$ cat src/rtl/fetch_prefetch_buffer.sv
// Instruction fetch stage: owns the fetch PC, issues 1-cycle-latency imem reads and buffers
// {instr, pc} pairs in a small FIFO for decode. Optional macro FETCH_BYPASS_EN adds an empty-FIFO bypass.
module fetch_prefetch_buffer #(
    parameter int unsigned          DEPTH    = 4,
    parameter int unsigned          ADDR_W   = 32,
    parameter int unsigned          INSTR_W  = 32,
    parameter logic [ADDR_W-1:0]    RESET_PC = '0
) (
    input  logic                        clk,
    input  logic                        rst,
    output logic                        imem_req,
    output logic [ADDR_W-1:0]           imem_addr,
    input  logic [INSTR_W-1:0]          imem_rdata,
    input  logic                        redirect_valid,
    input  logic [ADDR_W-1:0]           redirect_pc,
    output logic                        id_valid,
    output logic [INSTR_W-1:0]          id_instr,
    output logic [ADDR_W-1:0]           id_pc,
    input  logic                        id_ready,
    output logic [$clog2(DEPTH):0]      count
);

    localparam int unsigned PTR_W = $clog2(DEPTH);
    localparam int unsigned CNT_W = PTR_W + 1;

    logic [ADDR_W-1:0]  pc_q, pc_d;
    logic [ADDR_W-1:0]  req_pc_q, req_pc_d;
    logic               inflight_q, inflight_d;
    logic               kill_q, kill_d;
    logic [PTR_W-1:0]   rd_ptr_q, rd_ptr_d;
    logic [PTR_W-1:0]   wr_ptr_q, wr_ptr_d;
    logic [CNT_W-1:0]   count_q, count_d;

    logic [INSTR_W-1:0] instr_mem_q [DEPTH];
    logic [ADDR_W-1:0]  pc_mem_q    [DEPTH];

    logic [CNT_W:0]     used;
    logic               rsp_valid;
    logic               fifo_nonempty;
    logic               bypass_sel;
    logic               fifo_push;
    logic               fifo_pop;

    // Credit covers both buffered entries and the response still on its way, so a push never overflows.
    assign used          = {1'b0, count_q} + (CNT_W+1)'(inflight_q);
    assign imem_req      = !rst && !redirect_valid && (used < (CNT_W+1)'(DEPTH));
    assign imem_addr     = pc_q;
    assign rsp_valid     = inflight_q && !kill_q && !redirect_valid;
    assign fifo_nonempty = (count_q != '0);

`ifdef FETCH_BYPASS_EN
    assign bypass_sel = !fifo_nonempty && rsp_valid;
`else
    assign bypass_sel = 1'b0;
`endif

    assign id_valid  = fifo_nonempty || bypass_sel;
    assign id_instr  = bypass_sel ? imem_rdata : instr_mem_q[rd_ptr_q];
    assign id_pc     = bypass_sel ? req_pc_q   : pc_mem_q[rd_ptr_q];
    assign count     = count_q;

    assign fifo_pop  = fifo_nonempty && id_ready && !redirect_valid;
    assign fifo_push = rsp_valid && !(bypass_sel && id_ready);

    always_comb begin
        pc_d       = pc_q;
        req_pc_d   = req_pc_q;
        inflight_d = 1'b0;
        kill_d     = 1'b0;
        rd_ptr_d   = rd_ptr_q;
        wr_ptr_d   = wr_ptr_q;
        count_d    = count_q;
        if (redirect_valid) begin
            pc_d     = redirect_pc;
            kill_d   = inflight_q;
            rd_ptr_d = '0;
            wr_ptr_d = '0;
            count_d  = '0;
        end else begin
            if (imem_req) begin
                pc_d       = pc_q + ADDR_W'(4);
                req_pc_d   = pc_q;
                inflight_d = 1'b1;
            end
            if (fifo_push) begin
                wr_ptr_d = wr_ptr_q + PTR_W'(1);
            end
            if (fifo_pop) begin
                rd_ptr_d = rd_ptr_q + PTR_W'(1);
            end
            count_d = count_q + CNT_W'(fifo_push) - CNT_W'(fifo_pop);
        end
    end

    always_ff @(posedge clk) begin
        if (rst) begin
            pc_q       <= RESET_PC;
            req_pc_q   <= RESET_PC;
            inflight_q <= 1'b0;
            kill_q     <= 1'b0;
            rd_ptr_q   <= '0;
            wr_ptr_q   <= '0;
            count_q    <= '0;
        end else begin
            pc_q       <= pc_d;
            req_pc_q   <= req_pc_d;
            inflight_q <= inflight_d;
            kill_q     <= kill_d;
            rd_ptr_q   <= rd_ptr_d;
            wr_ptr_q   <= wr_ptr_d;
            count_q    <= count_d;
        end
    end

    // Storage needs no reset; occupancy alone decides what is visible.
    always_ff @(posedge clk) begin
        if (!rst && fifo_push) begin
            instr_mem_q[wr_ptr_q] <= imem_rdata;
            pc_mem_q[wr_ptr_q]    <= req_pc_q;
        end
    end

endmodule
$ cat config.mk
export PLATFORM = sky130hd
export DESIGN_NAME = fetch_prefetch_buffer
export DESIGN_NICKNAME = d
export VERILOG_FILES = /design/src/rtl/fetch_prefetch_buffer.sv
export SDC_FILE = /design/constraint.sdc
export NUM_CORES = 1
export LEC_CHECK = 0
export CAP_MARGIN = 20
export CORE_ASPECT_RATIO = 1.4
export CORE_MARGIN = 1.5
export CORE_UTILIZATION = 55
export CTS_BUF_LIST = sky130_fd_sc_hd__clkbuf_8 sky130_fd_sc_hd__clkbuf_16
export DETAILED_ROUTE_END_ITERATION = 12
export PLACE_DENSITY = 0.8
export REMOVE_ABC_BUFFERS = 1
export SLEW_MARGIN = 10
export SYNTH_ARGS = -nofsm -noshare
export SYNTH_HDL_FRONTEND = slang
export SYNTH_SLANG_ARGS = --single-unit
$ cat constraint.sdc
create_clock -name clk -period 4.4 [get_ports clk]
set_clock_uncertainty 0.1 [all_clocks]
set_input_delay 0.66 -clock clk [delete_from_list [all_inputs] [get_ports clk]]
set_output_delay 0.66 -clock clk [all_outputs]
set_load 0.05 [all_outputs]
==> qor.csv, run 1 <==
metric,value,unit
slowest cell delay on critical path,0.72,ns
vias in the first global route,7064,
final setup vio count,0,
Mean Syn Cell Area,16.5,um2
CP endpoint kind,output port,
slowest CP cell,clkdlybuf4s50_1,
worst-path maximum fanout,20,
most frequent cell after synthesis,edfxtp_1,
GPL Wtd Cong,0.774,
Max Cap Viol,0,
CTS clock-pin slew for the worst setup and hold paths,0.07,ns
DR vias/cell,5.52,
Max VDD drop,0.338,mV
worst path cell trace,buf_4 -> mux4_2 -> clkdlybuf4s50_1,
final hold viol count,0,
Slew HR,32.5,%
Commonest cells post-synth,"edfxtp_1 (256), nand2_1 (79), dfxtp_1 (75)",
Least-Margin Pin Slew,1.01,ns
area of the mapped netlist,12700,um2
Final Core Density,68.7,%
Max Freq,277,MHz
total CTS buffers,28,
H-Tree Depth,1,
LEAKAGE,5.33,nW
chip height,183,um
final net count,1009,
pwr/cell area,401,nW/um2
TritonCTS Sinks,331,
Ys Warns,0,
Avg WL per Cell,19.5,um
sequential fraction of the synthesis area,72.4,%
largest net degree at the start of global routing,65,
vias,6925,
Post-synth EDFFs,256,
CTS Hold Bufs,0,
Main synth FF type,edfxtp_1,
"Setup Fix Bufs, Post-CTS",0,
first-pass GRT wire length,38.3,mm
ys async rst share,0,%
clock period minus worst slack,3.62,ns
Synth Instances,769,
"Remaining Overflow, GRT",0,
dpl hpwl,14.9,mm
cell family with the largest share of critical-path delay,buffers and inverters,
Synth area leaders,"edfxtp_1 (61%), dfxtp_1 (12%), mux4_2 (11%)",
startpoint type of the worst setup path,flop,
clock latency on the worst-skew pair,0.53,ns
RSZ-0062 raised after global routing,no,
I/O pin cnt,169,
Remaining DRCs,0,
final wirelength,24.4,mm
Core ar.,22600,um2
antenna violations before repair,0,
Crit Path Category,reg2out,
Pre-antenna DRT Iters,4,
fin crit share,82.2,%
Yosys cell types,41,
"Area growth, synth to finish",22.5,%
DRT iter0 DRCs,401,
CTS Buffer Depth,3,
Crit path required time,3.64,ns
Crit path arrival time,2.86,ns
setup tns final,0,ns
Post-CTS Resized,0,
Die ar.,24000,um2
Yosys reg bits,331,
hold_sp,redirect_valid,
Yosys top cell area share,60.6,%
Worst Hold Class,in2reg,
Total GRT Usage,20.4,%
DRT antenna net count,0,
PortBufs,168,
cell taking the most area after synthesis,edfxtp_1,
fin. max-slew vios,0,
layout cell share with drive strength beyond 1,13.1,%
row count,65,
CTS tree,done,
Crit Reg-Reg Startpoint,count[1],
CP Buf/Inv Count,2,
outcome,finished clean,
clock root cell,clkbuf_16,
Initial Util,56.1,%
diode count,0,
Die W,131,um
-- final timing paths --
check / endpoint / slack [ns] / cells past startpoint
setup reg to reg: imem_addr[31] / 1.46 / 6
hold / removal: wr_ptr_q[1] / 0.38 / 4
setup / recovery: id_pc[17] / 0.78 / 3
hold reg to reg: req_pc_q[20] / 0.39 / 2
-- per-stage QoR --
step / total power [mW] / hold slack (ns) / cell area, um2 / setup slack [ns] / std cells
floorplan: 3.70 / 0.336 / 12500 / 0.0990 / 726
global placement: 3.89 / 0.372 / 14600 / 1.31 / 1203
detailed placement: 3.89 / 0.385 / 14600 / 1.28 / 1203
CTS: 6.28 / 0.365 / 15500 / 0.723 / 1254
global route: 6.42 / 0.389 / 15500 / 0.644 / 1254
finish: 6.24 / 0.380 / 15500 / 0.784 / 1254
-- registers in the layout, indices dropped and copies added (netlist names), named ones only --
signal / flops
count: 3
imem_addr: 32
inflight_q: 1
instr_mem_q: 128
kill_q: 1
pc_mem_q: 128
rd_ptr_q: 2
req_pc_q: 32
wr_ptr_q: 2
-- kinds of logic after synthesis --
group	synth area share, %
simple gates	5.67
fa+ha+maj	0.947
xor+xnor	1.66
mux	11.9
compound gates	4.70
flops	72.4
buf+inv	2.67
-- worst reg2reg max path, cell delays in order, from the launching register on --
cell,delay (ns)
dfxtp_1,0.44
ha_1,0.21
o211ai_1,0.12
a22oi_1,0.79
or3_1,0.61
mux2_1,0.41
a211oi_2,0.19
-- power breakdown --
part,leakage (nW),switching (mW),internal (mW),total [mW]
clock,0.461,1.05,1.36,2.41
combinational,1.74,0.224,0.158,0.382
sequential,3.13,0.0499,3.39,3.44
-- layout make-up --
type | instances | area [um2]
Sequential cell | 331 | 9200
Fill cell | 1573 | 7070
Multi-Input combinational cell | 355 | 3170
Timing Repair Buffer | 176 | 1740
Clock buffer | 29 | 726
Tap cell | 301 | 377
Clock inverter | 22 | 178
Inverter | 40 | 150
-- cells in the final DEF (no fill, tap or decap), drive strengths merged, types with 2 or more instances in the layout --
| cell type | Yosys | final |
|---|---|---|
| dfxtp | 75 | 75 |
| inv | 40 | 47 |
| and4 | 6 | 6 |
| nand2 | 79 | 79 |
| clkinvlp | 0 | 3 |
| o21a | 21 | 21 |
| nor3 | 15 | 15 |
| bufinv | 0 | 3 |
| nand3 | 8 | 8 |
| clkbuf | 31 | 29 |
| and2 | 4 | 4 |
| mux4 | 64 | 64 |
| and3 | 2 | 2 |
| xor2 | 17 | 17 |
| nor2 | 19 | 19 |
| clkdlybuf4s50 | 0 | 165 |
| a21oi | 57 | 57 |
| ha | 8 | 8 |
| nor2b | 2 | 2 |
| xnor2 | 7 | 7 |
| o31a | 11 | 11 |
| or3 | 2 | 2 |
| edfxtp | 256 | 256 |
| nand4 | 4 | 4 |
| clkinv | 0 | 9 |
| nor4 | 10 | 10 |
| mux2i | 5 | 5 |
| or2 | 2 | 2 |
| buf | 12 | 11 |
| mux2 | 2 | 2 |
-- routing by layer --
layer | vias to the layer above | track usage, % | wire length [um]
met3 | 32 | 2.75 | 1040
li1 | 3242 | - | -
met4 | 0 | 5.33 | 438
met2 | 161 | 37.5 | 13100
met5 | - | 0 | 0
met1 | 3490 | 25.6 | 9870
Power figures use the tool's default switching activity.
==> inputs of run 2 (changes only) <==
--- a/config.mk
+++ b/config.mk
@@ -8,10 +8,10 @@
 export CAP_MARGIN = 20
 export CORE_ASPECT_RATIO = 1.4
 export CORE_MARGIN = 1.5
-export CORE_UTILIZATION = 55
+export CORE_UTILIZATION = 49
 export CTS_BUF_LIST = sky130_fd_sc_hd__clkbuf_8 sky130_fd_sc_hd__clkbuf_16
 export DETAILED_ROUTE_END_ITERATION = 12
-export PLACE_DENSITY = 0.8
+export PLACE_DENSITY = 0.75
 export REMOVE_ABC_BUFFERS = 1
 export SLEW_MARGIN = 10
 export SYNTH_ARGS = -nofsm -noshare
==> constraint.sdc (replaced) <==
create_clock -name clk -period 3.2 [get_ports clk]
set_clock_uncertainty 0.1 [all_clocks]
set_input_delay 0.48 -clock clk [delete_from_list [all_inputs] [get_ports clk]]
set_output_delay 0.48 -clock clk [all_outputs]
set_load 0.05 [all_outputs]
==> run 2 against run 1 <==
Compared with the run above: global-route usage shrank 1.3 points; wire length rose by 3.8%; worst setup slack worse by 0.68 ns; sequential power rose by 38%; via count up 1.4%; non-clock buffer count rose by 21; die area up 12%; sequential cell count did not move; first-iteration DRC count decreased by 11%; register-to-register slack worse by 0.89 ns; design area is 2.2% higher.
==> qor.csv, run 2 (synthesis results as in run 1) <==
metric,value,unit
RSZ-0062 raised after global routing,no,
Pre-antenna DRT Iters,4,
final wirelength,25.3,mm
total power,8.79,mW
clock latency on the worst-skew pair,0.53,ns
Max Freq,323,MHz
outcome,finished clean,
Avg WL per Cell,19.6,um
"Remaining Overflow, GRT",0,
fin. max-slew vios,0,
DRT iter0 DRCs,356,
Total GRT Usage,19.0,%
FF+latch area,9200,um2
pwr/cell area,553,nW/um2
GPL Wtd Cong,0.805,
CTS Buffer Depth,3,
LEAKAGE,5.56,nW
PortBufs,168,
chip height,193,um
worst path cell trace,buf_12 -> mux4_2 -> clkdlybuf4s50_1,
CP endpoint kind,output port,
CTS tree,done,
final net count,1031,
largest net degree at the start of global routing,66,
row count,69,
clock root cell,clkbuf_16,
CTS clock-pin slew for the worst setup and hold paths,0.06,ns
Fillers,1875,
DRT antenna net count,0,
fin crit share,96.8,%
TritonCTS Sinks,331,
Crit path arrival time,2.52,ns
final setup vio count,0,
Remaining DRCs,0,
worst-path maximum fanout,23,
slowest CP cell,clkdlybuf4s50_1,
slowest cell delay on critical path,0.72,ns
Die W,139,um
antenna violations before repair,0,
Crit path required time,2.62,ns
Initial Util,50.0,%
Core ar.,25400,um2
total CTS buffers,29,
DR vias/cell,5.42,
diode count,0,
"Area growth, synth to finish",25.2,%
startpoint type of the worst setup path,flop,
Top Registers,"instr_mem_q (128), pc_mem_q (128)",
clock period minus worst slack,3.10,ns
Max VDD drop,0.500,mV
vias,7021,
Max Cap Viol,0,
final hold viol count,0,
"Setup Fix Bufs, Post-CTS",0,
Least-Margin Pin Slew,0.722,ns
Slew HR,51.9,%
"commonest non-fill, non-tap cell in the layout",edfxtp_1,
setup slack after layout,0.101,ns
"commonest non-fill, non-tap cells in the layout","edfxtp_1 (256), clkdlybuf4s50_1 (140), nand2_1 (79)",
Crit Path Category,reg2out,
Placement Setup Slack,0.566,ns
I/O pin cnt,169,
H-Tree Depth,1,
vias in the first global route,7364,
Worst Hold Class,in2reg,
footprint of the multi-input gates,3170,um2
first-pass GRT wire length,40.5,mm
dpl hpwl,16.9,mm
Die ar.,26900,um2
layout cell share with drive strength beyond 1,18.0,%
run 2: cell types whose count changed in the layout (fill, tap and decap cells not counted), sizes merged:
| cell | change |
|---|---|
| buf | +44 |
| clkbuf | +9 |
| clkdlybuf4s50 | -25 |
| clkinv | -3 |
| clkinvlp | -1 |
| dlymetal6s2s | +2 |
| inv | -3 |
run 2: final cells by class:
| type | instances | share of cell area (%) |
|---|---|---|
| Clock buffer | 38 | 5.35 |
| Clock inverter | 15 | 0.921 |
| Inverter | 40 | 0.961 |
| Multi-Input combinational cell | 355 | 20.0 |
| Sequential cell | 331 | 57.9 |
| Tap cell | 319 | 2.51 |
| Timing Repair Buffer | 197 | 12.4 |
run 2: stage by stage:
stage | setup TNS [ns] | area [um2] | hold WS, ns | util [%] | cells
global placement | 0 | 14900 | 0.366 | 58.6 | 1242
CTS | 0 | 15900 | 0.287 | 62.6 | 1295
detailed placement | 0 | 14900 | 0.372 | 58.6 | 1242
finish | 0 | 15900 | 0.305 | 62.6 | 1295
global route | 0 | 15900 | 0.314 | 62.6 | 1295
floorplan | -59.87 | 12500 | 0.336 | - | 726
run 2: repair_timing:
item / in CTS / in global routing
hold buffers: 0 / 0
gates resized for setup: 0 / 4
endpoints found under the setup margin: 0 / 3
run 2: metal layers:
metal	GRT usage [%]	wire length (um)	up-vias
met5	0	0	-
met2	34.2	13500	178
li1	-	-	3295
met1	24.1	10200	3508
met4	5.56	553	0
met3	2.55	1090	40
run 2: worst max-delay path: cells and delay by family (launching register included):
kind / cells / cell delay, ns
flops: 1 / 0.45
buf+inv: 2 / 0.97
mux: 1 / 0.57
run 2: final timing paths:
path               from            end  slack (ns)  cells past startpoint
max                flop      id_pc[12]        0.10                      3
min                 rst       count[1]        0.30                      3
max reg2reg    count[1]  imem_addr[27]        0.57                      7
min reg2reg  inflight_q         kill_q        0.38                      2
run 2: power by group:
part	total (mW)	switching, mW	internal, mW
Combinational	0.539	0.317	0.223
Sequential	4.73	0.0660	4.66
Clock	3.52	1.43	2.09
Total	8.79	1.81	6.98
